`src/rtl/tmds_channel_encoder_if.sv`:
```
// Video-in / TMDS-symbol-out bundle for the TMDS channel encoder.
// Driven by the pixel pipeline (master) and consumed by the encoder (slave).
interface tmds_channel_encoder_if;
  logic       de;
  logic       hsync;
  logic       vsync;
  logic [7:0] red;
  logic [7:0] green;
  logic [7:0] blue;
  logic [9:0] tmds_ch0;
  logic [9:0] tmds_ch1;
  logic [9:0] tmds_ch2;

  modport master (
    output de, hsync, vsync,
    output red, green, blue,
    input  tmds_ch0, tmds_ch1, tmds_ch2
  );

  modport slave (
    input  de, hsync, vsync,
    input  red, green, blue,
    output tmds_ch0, tmds_ch1, tmds_ch2
  );
endinterface

```
`src/rtl/tmds_channel_encoder.sv`:
```
// Three-channel DVI/TMDS 8b/10b encoder, two-stage pipeline, pixel clock.
// Link is held on the C=00 token until PLL lock is qualified.
module tmds_channel_encoder #(
  parameter int unsigned LOCK_HOLD = 1024
) (
  input  logic clk,
  input  logic rst_n,
  input  logic pll_lock,
  tmds_channel_encoder_if.slave vid,
  output logic link_up
);

  typedef enum logic [1:0] {
    ST_WAIT,
    ST_COUNT,
    ST_UP
  } state_t;

  localparam logic [15:0] HOLD_LAST = 16'(LOCK_HOLD - 1);
  localparam logic [9:0]  TOK_00    = 10'b1101010100;

  function automatic logic [9:0] token(input logic [1:0] c);
    logic [9:0] t;
    case (c)
      2'b00:   t = 10'b1101010100;
      2'b01:   t = 10'b0010101011;
      2'b10:   t = 10'b0101010100;
      default: t = 10'b1010101011;
    endcase
    return t;
  endfunction

  state_t      state_q;
  logic        lock_meta_q;
  logic [15:0] hold_q;
  logic        link_up_q;

  // The state register acts as the second synchronizer stage.
  always_ff @(posedge clk) begin
    if (!rst_n) begin
      state_q     <= ST_WAIT;
      lock_meta_q <= 1'b0;
      hold_q      <= '0;
      link_up_q   <= 1'b0;
    end else begin
      lock_meta_q <= pll_lock;
      unique case (state_q)
        ST_WAIT: begin
          if (lock_meta_q) begin
            state_q <= ST_COUNT;
            hold_q  <= '0;
          end
        end
        ST_COUNT: begin
          if (!lock_meta_q) begin
            state_q   <= ST_WAIT;
            hold_q    <= '0;
            link_up_q <= 1'b0;
          end else if (hold_q == HOLD_LAST) begin
            state_q   <= ST_UP;
            link_up_q <= 1'b1;
          end else begin
            hold_q <= hold_q + 16'd1;
          end
        end
        ST_UP: begin
          if (!lock_meta_q) begin
            state_q   <= ST_WAIT;
            hold_q    <= '0;
            link_up_q <= 1'b0;
          end
        end
        default: begin
          state_q   <= ST_WAIT;
          hold_q    <= '0;
          link_up_q <= 1'b0;
        end
      endcase
    end
  end

  assign link_up = link_up_q;

  logic [7:0] pix [3];
  assign pix[0] = vid.blue;
  assign pix[1] = vid.green;
  assign pix[2] = vid.red;

  logic       de_q;
  logic [1:0] ctl_q;

  always_ff @(posedge clk) begin
    if (!rst_n) begin
      de_q  <= 1'b0;
      ctl_q <= 2'b00;
    end else begin
      de_q  <= link_up_q & vid.de;
      ctl_q <= link_up_q ? {vid.vsync, vid.hsync} : 2'b00;
    end
  end

  for (genvar c = 0; c < 3; c++) begin : g_ch
    logic [3:0]        ones_d;
    logic              use_xnor;
    logic [8:0]        qm_d;
    logic [8:0]        qm_q;
    logic signed [4:0] n1;
    logic signed [4:0] diff;
    logic signed [4:0] cnt_d;
    logic signed [4:0] cnt_q;
    logic [9:0]        sym_d;
    logic [9:0]        sym_q;
    logic [1:0]        ctl;

    always_comb begin
      ones_d   = 4'($countones(pix[c]));
      use_xnor = (ones_d > 4'd4) ||
                 (ones_d == 4'd4 && !pix[c][0]);
      qm_d     = '0;
      qm_d[0]  = pix[c][0];
      for (int i = 1; i < 8; i++) begin
        qm_d[i] = qm_d[i-1] ^ pix[c][i] ^ use_xnor;
      end
      qm_d[8] = ~use_xnor;
    end

    assign ctl = (c == 0) ? ctl_q : 2'b00;

    // diff is n1 - n0 of q_m[7:0]
    always_comb begin
      n1    = 5'($countones(qm_q[7:0]));
      diff  = n1 - (5'sd8 - n1);
      sym_d = token(ctl);
      cnt_d = 5'sd0;
      if (de_q) begin
        if (cnt_q == 5'sd0 || diff == 5'sd0) begin
          sym_d = {~qm_q[8], qm_q[8],
                   qm_q[8] ? qm_q[7:0] : ~qm_q[7:0]};
          cnt_d = qm_q[8] ? cnt_q + diff : cnt_q - diff;
        end else if ((cnt_q > 5'sd0 && diff > 5'sd0) ||
                     (cnt_q < 5'sd0 && diff < 5'sd0)) begin
          sym_d = {1'b1, qm_q[8], ~qm_q[7:0]};
          cnt_d = cnt_q - diff +
                  (qm_q[8] ? 5'sd2 : 5'sd0);
        end else begin
          sym_d = {1'b0, qm_q[8], qm_q[7:0]};
          cnt_d = cnt_q + diff -
                  (qm_q[8] ? 5'sd0 : 5'sd2);
        end
      end
    end

    always_ff @(posedge clk) begin
      if (!rst_n) begin
        qm_q  <= '0;
        sym_q <= TOK_00;
        cnt_q <= 5'sd0;
      end else begin
        qm_q  <= qm_d;
        sym_q <= sym_d;
        cnt_q <= cnt_d;
      end
    end
  end

  assign vid.tmds_ch0 = g_ch[0].sym_q;
  assign vid.tmds_ch1 = g_ch[1].sym_q;
  assign vid.tmds_ch2 = g_ch[2].sym_q;

endmodule
```
`src/flat_wrapper.sv`:
```
// flat-port wrapper written by rule: the top's interface ports become plain ports
module tmds_channel_encoder_flat 
#(
  parameter int unsigned LOCK_HOLD = 1024
)
  (clk, rst_n, pll_lock, link_up, vid_de, vid_hsync, vid_vsync, vid_red, vid_green, vid_blue, vid_tmds_ch0, vid_tmds_ch1, vid_tmds_ch2);
  tmds_channel_encoder_if vid_i ();
  input  logic clk;
  input  logic rst_n;
  input  logic pll_lock;
  output logic link_up;
  input wire logic [$bits(vid_i.de)-1:0] vid_de;
  input wire logic [$bits(vid_i.hsync)-1:0] vid_hsync;
  input wire logic [$bits(vid_i.vsync)-1:0] vid_vsync;
  input wire logic [$bits(vid_i.red)-1:0] vid_red;
  input wire logic [$bits(vid_i.green)-1:0] vid_green;
  input wire logic [$bits(vid_i.blue)-1:0] vid_blue;
  output wire logic [$bits(vid_i.tmds_ch0)-1:0] vid_tmds_ch0;
  output wire logic [$bits(vid_i.tmds_ch1)-1:0] vid_tmds_ch1;
  output wire logic [$bits(vid_i.tmds_ch2)-1:0] vid_tmds_ch2;
  assign vid_i.de = vid_de;
  assign vid_i.hsync = vid_hsync;
  assign vid_i.vsync = vid_vsync;
  assign vid_i.red = vid_red;
  assign vid_i.green = vid_green;
  assign vid_i.blue = vid_blue;
  assign vid_tmds_ch0 = vid_i.tmds_ch0;
  assign vid_tmds_ch1 = vid_i.tmds_ch1;
  assign vid_tmds_ch2 = vid_i.tmds_ch2;
  tmds_channel_encoder #(.LOCK_HOLD(LOCK_HOLD)) u_core (.clk(clk), .rst_n(rst_n), .pll_lock(pll_lock), .vid(vid_i), .link_up(link_up));
endmodule
```
`config.mk`:
```
export PLATFORM = sky130hd
export DESIGN_NAME = tmds_channel_encoder_flat
export DESIGN_NICKNAME = d
export VERILOG_FILES = /design/src/rtl/tmds_channel_encoder_if.sv /design/src/rtl/tmds_channel_encoder.sv /design/src/flat_wrapper.sv
export SDC_FILE = /design/constraint.sdc
export NUM_CORES = 1
export LEC_CHECK = 0
export ABC_AREA = 1
export CORE_ASPECT_RATIO = 1.5
export CORE_MARGIN = 2
export CORE_UTILIZATION = 49
export CTS_BUF_LIST = sky130_fd_sc_hd__clkbuf_4 sky130_fd_sc_hd__clkbuf_8
export CTS_CLUSTER_DIAMETER = 200
export DETAILED_ROUTE_END_ITERATION = 6
export PLACE_DENSITY = 0.7
export SLEW_MARGIN = 20
export SYNTH_ARGS = -nofsm -noshare
export SYNTH_HDL_FRONTEND = slang
export SYNTH_SLANG_ARGS = --single-unit
export TNS_END_PERCENT = 100
```
`constraint.sdc`:
```
create_clock -name clk -period 5.2 [get_ports clk]
set_clock_uncertainty 0.15 [all_clocks]
set_input_delay 0.78 -clock clk [delete_from_list [all_inputs] [get_ports clk]]
set_output_delay 0.78 -clock clk [all_outputs]
set_load 0.01 [all_outputs]
```
# After elaboration in Yosys (flattened, before gate mapping)
# Cells that the tools add are included.
op_classes:
  n_bitwise: 53
  muxes: 40
  n_reduce_logical: 34
  shifts: 0
  multipliers: 0
  div_mod_pow: 0
  n_eq_ne: 12
  order_cmp: 15
  add_sub_neg: 61
ops:
  columns: ["op", "n"]
  rows:
  - ["$add A5 B5 Y5", 15]
  - ["$mux W10", 7]
  - ["$mux W16", 4]
  - ["$add A1 B1 Y2", 24]
  - ["$pmux W16 S3", 1]
  - ["$mux W5", 9]
  - ["$sub A5 B5 Y5", 9]
  - ["$xor A1 B1 Y1", 42]
  - ["$add A4 B4 Y4", 9]
  - ["$gt A5 B1 Y1 const B", 6]
  - ["$logic_not A5 Y1", 6]
  - ["$lt A5 B1 Y1 const B", 6]
  - ["$pmux W10 S3", 1]
  - ["$mux W8", 3]
  - ["$not A8 Y8", 3]
  - ["$mux W2", 10]
  - ["$add A16 B1 Y16 const B", 1]
  - ["$eq A16 B10 Y1 const B", 1]
  - ["$sub A5 B5 Y5 const A", 3]
  - ["$eq A4 B3 Y1 const B", 3]
  - ["$gt A4 B3 Y1 const B", 3]
  - ["$logic_and A1 B1 Y1", 9]
  - ["$logic_or A1 B1 Y1", 9]
  - ["$reduce_and A3 Y1", 3]
  - ["other kinds (13)", 28]
totals:
  mem_bits_rw: 0
  ff_bits: 95
  mem_count: 0
  romBits: 0
  latchBits: 0

# Depth between registers and ports, before layout
depth:
  ltp_word: 19
  mapped_depth: 20

# Worst setup path before layout
# OpenSTA, ideal clock, no wires.
synth_path:
  path_kind: "in2reg"
  from: "in vid_blue[0]"
  to: "reg u_core.g_ch[0].qm_q[6]"
  stages: 15
  setup_slack_ns: 1.310
  n_path_buf: 0
  arrival_ns: 3.625
  path_cell_list: "ha_1 -> fa_1 -> fa_1 -> ha_1 -> inv_1 -> fa_1 -> inv_1 -> a21oi_1 -> nand2_1 -> nand3_1 -> nand3_1 -> nand2_1 -> nand2_1 -> a21oi_1 -> nor2_1"
synth_between:
  elab_chain_cells: 17
synth_rtl:
  columns: ["element", "line", "text"]
  rows:
  - ["start: declaration", "flat_wrapper.sv:17", "input wire logic [$bits(vid_i.blue)-1:0] vid_blue;"]
  - ["parallel branches: the longest is 16 deep, another holds $add A4 B4 Y4", null, null]
  - ["$xor A1 B1 Y1 *", "tmds_channel_encoder.sv:122", "qm_d[i] = qm_d[i-1] ^ pix[c][i] ^ use_xnor;"]
  - ["end signal: assignment", "tmds_channel_encoder.sv:159", "qm_q <= qm_d;"]
  - ["end: declaration", "tmds_channel_encoder.sv:106", "logic [8:0] qm_q;"]
# Mark *: on every way between the ends.
# A chain may end at the register's enable or synchronous reset.

# Final worst setup path
# Same ends and word-level chain as after synthesis.

==> metrics.md <==
| Metric | Value |
|---|---|
| Status | finished clean |
| RSZ-0062 raised after global routing | no |
| Via count | approximately 5400 |
| Worst Hold Depth | 1 |
| CTS root buf | clkbuf_8 |
| Initial core utilization | 0.501 |
| Per-cell routed wire length | 12.5 um |
| Register bit total from synthesis | 92 |
| Area of the core | approximately 13000 sq um |
| Mapped Area | 6480 sq um |
| Hold Startpoint | u_core.g_ch[1].qm_q[1] |
| Unique cell type count in the Yosys netlist | 42 |
| Total power | 3.36 mW |
| Peak VDD IR | ~0.18 mV |
| RR Endpoint | u_core.vid.tmds_ch1[2] |
| Synthesized area per cell | ~7.8 sq um |
| Global Route Usage Sum | 0.197 |
| HPWL Detailed | approximately 11000 um |
| Worst-margin pin slew | 0.674 ns |
| Global placement routability congestion | 0.906 |
| Sw Share | 0.453 |
| Fin crit share | 0.823 |
| Filler cells | between 1000 and 1500 |
| Finished Core Util | 0.577 |
| Yosys top cell area share | 0.284 |
| Count of cells resized by post-cts repair | 0 |
| Layout area overhead | 15.2% |
| Slew Limit Headroom | 0.550 |
| Placed cell count | 1046 |
| Top_reg_cell synth | dfxtp_1 |
| CTS H-tree lvls | 3 |
| Initial antenna violation count | 0 |
| Yosys warns | 0 |
| R2R cell count | 13 |
| Max cap viols | 0 |
| Total global routing overflow | 0 |
| Setup Total Neg Slack | 0 ns |
| Cell taking the most area after synthesis | dfxtp_1 |
| Final Critical Period | 4.28 ns |
| WP data arrival | 4.38 ns |
| First-pass GRT wire length | between 20000 and 25000 um |
| Switching power | between 1.5 and 2 mW |
| Total clock buffers created by CTS | 9 |
| Commonest cells after routing, fill and taps aside | 150 x nand2_1, 141 x inv_1, 92 x dfxtp_1 |
| Clock share of power | 0.165 |
| Mapped Cells | 836 |
| EDFF count, synth | 0 |
| Vias per cell | 5.07 |
| Ys async rst share | 0 |
| PwrDens | 450 nW/um^2 |
| Largest net degree at the start of global routing | 29 |
| Most common cell after layout, fill and taps aside | nand2_1 |
| Clk_lat worst skew | 0.36 ns |
| Post-route insts no fill | between 1000 and 1500 |
| Clock slew at reported path FFs | 0.09 ns |
| Vias in the first global route | 5161 |
| Placement Rows | 51 |
| Design Area, Final | 7470 sq um |
| Post-CTS setup buffers | 0 |
| Final ANT Viol Nets | 0 |
| Hold crit path type | reg -> reg |
| FMAX | about 230 MHz |
| Fraction of layout cells with a size suffix above 1 | 0.0532 |
| Total I/O pin count | 61 |
| Post-synthesis sequential area ratio | 0.284 |
| CTS tree | done |
| Critical Path RT | 5.31 ns |
| FF-to-FF Start | u_core.g_ch[1].qm_q[6] |
| Final hold violations | 0 |
| Nets | a little over 1000 |
| Combinational share of power | 0.599 |
| Total die area | 14200 sq um |
| CTS Buffer Depth | 2 |
| Initial DRC Count | between 150 and 200 |
| Endpoint type of the worst setup path | register |
| Hold endpoint | u_core.vid.tmds_ch1[1] |
| Total routed wirelength | approximately 13000 um |
| Ant diodes | 0 |
| Clock Sinks | a little over 90 |
| Leak Pwr | 3.56 nW |
| Pre-antenna DRT Iters | 5 |
| Syn_nets | 976 |
| Startpoint types | input port |
| Largest cells by area after synthesis | dfxtp_1 28%, ha_1 16%, nand2_1 8.7% |
| Fin. max-slew vios | 0 |
| # setup viols final | 0 |
| CTS Hold Bufs | 0 |
| Sequential share of power | 0.235 |
| Critical path type | in -> reg |
| Chip height | around 140 um |
| Worst-path fanout max | 6 |
| Die W | between 90 and 100 um |
| Internal Pwr Total | approximately 1.8 mW |
| Reg-to-reg slack, setup | 0.93 ns |
| PortBufs | 60 |
| Area after DPL | 7240 sq um |
| DRC violation count after routing | 0 |
[worst max-delay path, stage by stage]
cell and delay, ns:
clkdlybuf4s50_1 0.45, ha_1 0.41, fa_1 0.48, fa_1 0.53, ha_1 0.14, inv_1 0.04
fa_1 0.47, inv_1 0.05, a21oi_1 0.28, nand2_1 0.13, nand3_1 0.11, nand2_1 0.06
nand2_1 0.11, nand2_1 0.09, nand2_1 0.09, nand3_1 0.08, nand2_1 0.07, nor2_1 0.04
[Yosys cell counts, types with 2 or more instances]
| cell type | n |
|---|---|
| o31ai_1 | 2 |
| o21ai_1 | 2 |
| o21ai_0 | 33 |
| or2_2 | 6 |
| nand3b_1 | 4 |
| nor3_1 | 10 |
| inv_2 | 9 |
| nand2_1 | 150 |
| o21a_1 | 2 |
| xor2_1 | 31 |
| a21oi_1 | 71 |
| o211ai_1 | 7 |
| a211oi_1 | 3 |
| a22oi_1 | 6 |
| nand2_2 | 5 |
| ha_1 | 83 |
| nor3_2 | 2 |
| nand3_1 | 63 |
| nor2_1 | 44 |
| dfxtp_1 | 92 |
| o21bai_1 | 5 |
| a21o_1 | 3 |
| inv_1 | 141 |
| buf_1 | 3 |
| fa_1 | 27 |
| buf_6 | 2 |
| o22ai_2 | 2 |
| nand4_1 | 6 |
| xnor2_1 | 6 |
| clkbuf_1 | 4 |
[worst max path at each step]
stage / start / to / slack (ns) / cells after the start
after floorplan: vid_blue[0] / u_core.g_ch[0].qm_q[6] / 1.31 / 15
after detailed placement: vid_blue[0] / u_core.g_ch[0].qm_q[6] / 0.58 / 18
after global routing: u_core.g_ch[1].qm_q[6] / u_core.g_ch[1].cnt_q[3] / 0.61 / 14
final: vid_blue[0] / u_core.g_ch[0].qm_q[6] / 0.92 / 18
after global placement: vid_red[4] / u_core.g_ch[2].qm_q[6] / 0.68 / 16
after CTS: u_core.g_ch[1].qm_q[7] / u_core.vid.tmds_ch1[2] / 0.90 / 13
[flip-flops by register name, indices dropped and copies added, names as in the netlist]
| register | cells |
|---|---|
| u_core.hold_q | 16 |
| u_core.g_ch.qm_q | 27 |
| u_core.ctl_q | 2 |
| u_core.de_q | 1 |
| u_core.state_q | 2 |
| u_core.g_ch.cnt_q | 12 |
| u_core.lock_meta_q | 1 |
| u_core.link_up | 1 |
| u_core.vid.tmds_ch1 | 10 |
| u_core.vid.tmds_ch0 | 10 |
| u_core.vid.tmds_ch2 | 10 |
[power by group through the flow]
stage | Clock (mW) | Sequential (mW) | Combinational, mW
2_1_floorplan | 0 | 0.792 | 1.62
4_1_cts | 0.570 | 0.790 | 2.02
6_report | 0.555 | 0.790 | 2.01
3_3_place_gp | 0 | 0.806 | 1.97
3_5_place_dp | 0 | 0.807 | 2.01
5_1_grt | 0.598 | 0.797 | 2.33
[metrics by stage]
stage	hold WS (ns)	setup slack (ns)
2_1_floorplan	0.276	1.31
3_3_place_gp	0.301	0.680
3_5_place_dp	0.304	0.576
4_1_cts	0.315	0.904
5_1_grt	0.321	0.610
6_report	0.317	0.923
[logic make-up (layout without fill, tap and decap cells)]
kind of cell             count (synthesis)  in the layout  synth area share
AO/OA/AOI/OAI                          141            141             0.126
buffers and inverters                  161            228            0.0961
flip-flops                              92             92             0.284
adder cells (fa/ha/maj)                110            110             0.244
AND/OR/NAND/NOR                        295            295             0.200
XOR/XNOR                                37             37            0.0500
[layer usage]
metal	part of all wire	GRT usage	up-vias
met3	0.027	0.0351	20
met4	0.020	0.0811	0
met2	0.52	0.363	83
met1	0.43	0.222	2470
met5	0	0	-
li1	-	-	2811
[final cells by class]
class                   instances  area [sq um]  share of cell area
well taps                     159           199              0.0266
flip-flops and latches         92          1840               0.247
repair buffers                 61           608              0.0814
clock inverters                 6          93.8              0.0126
inverters                     151           569              0.0762
multi-input cells             583          4020               0.538
clock buffers                  10           138              0.0184
(Power assumes the default switching activity.)
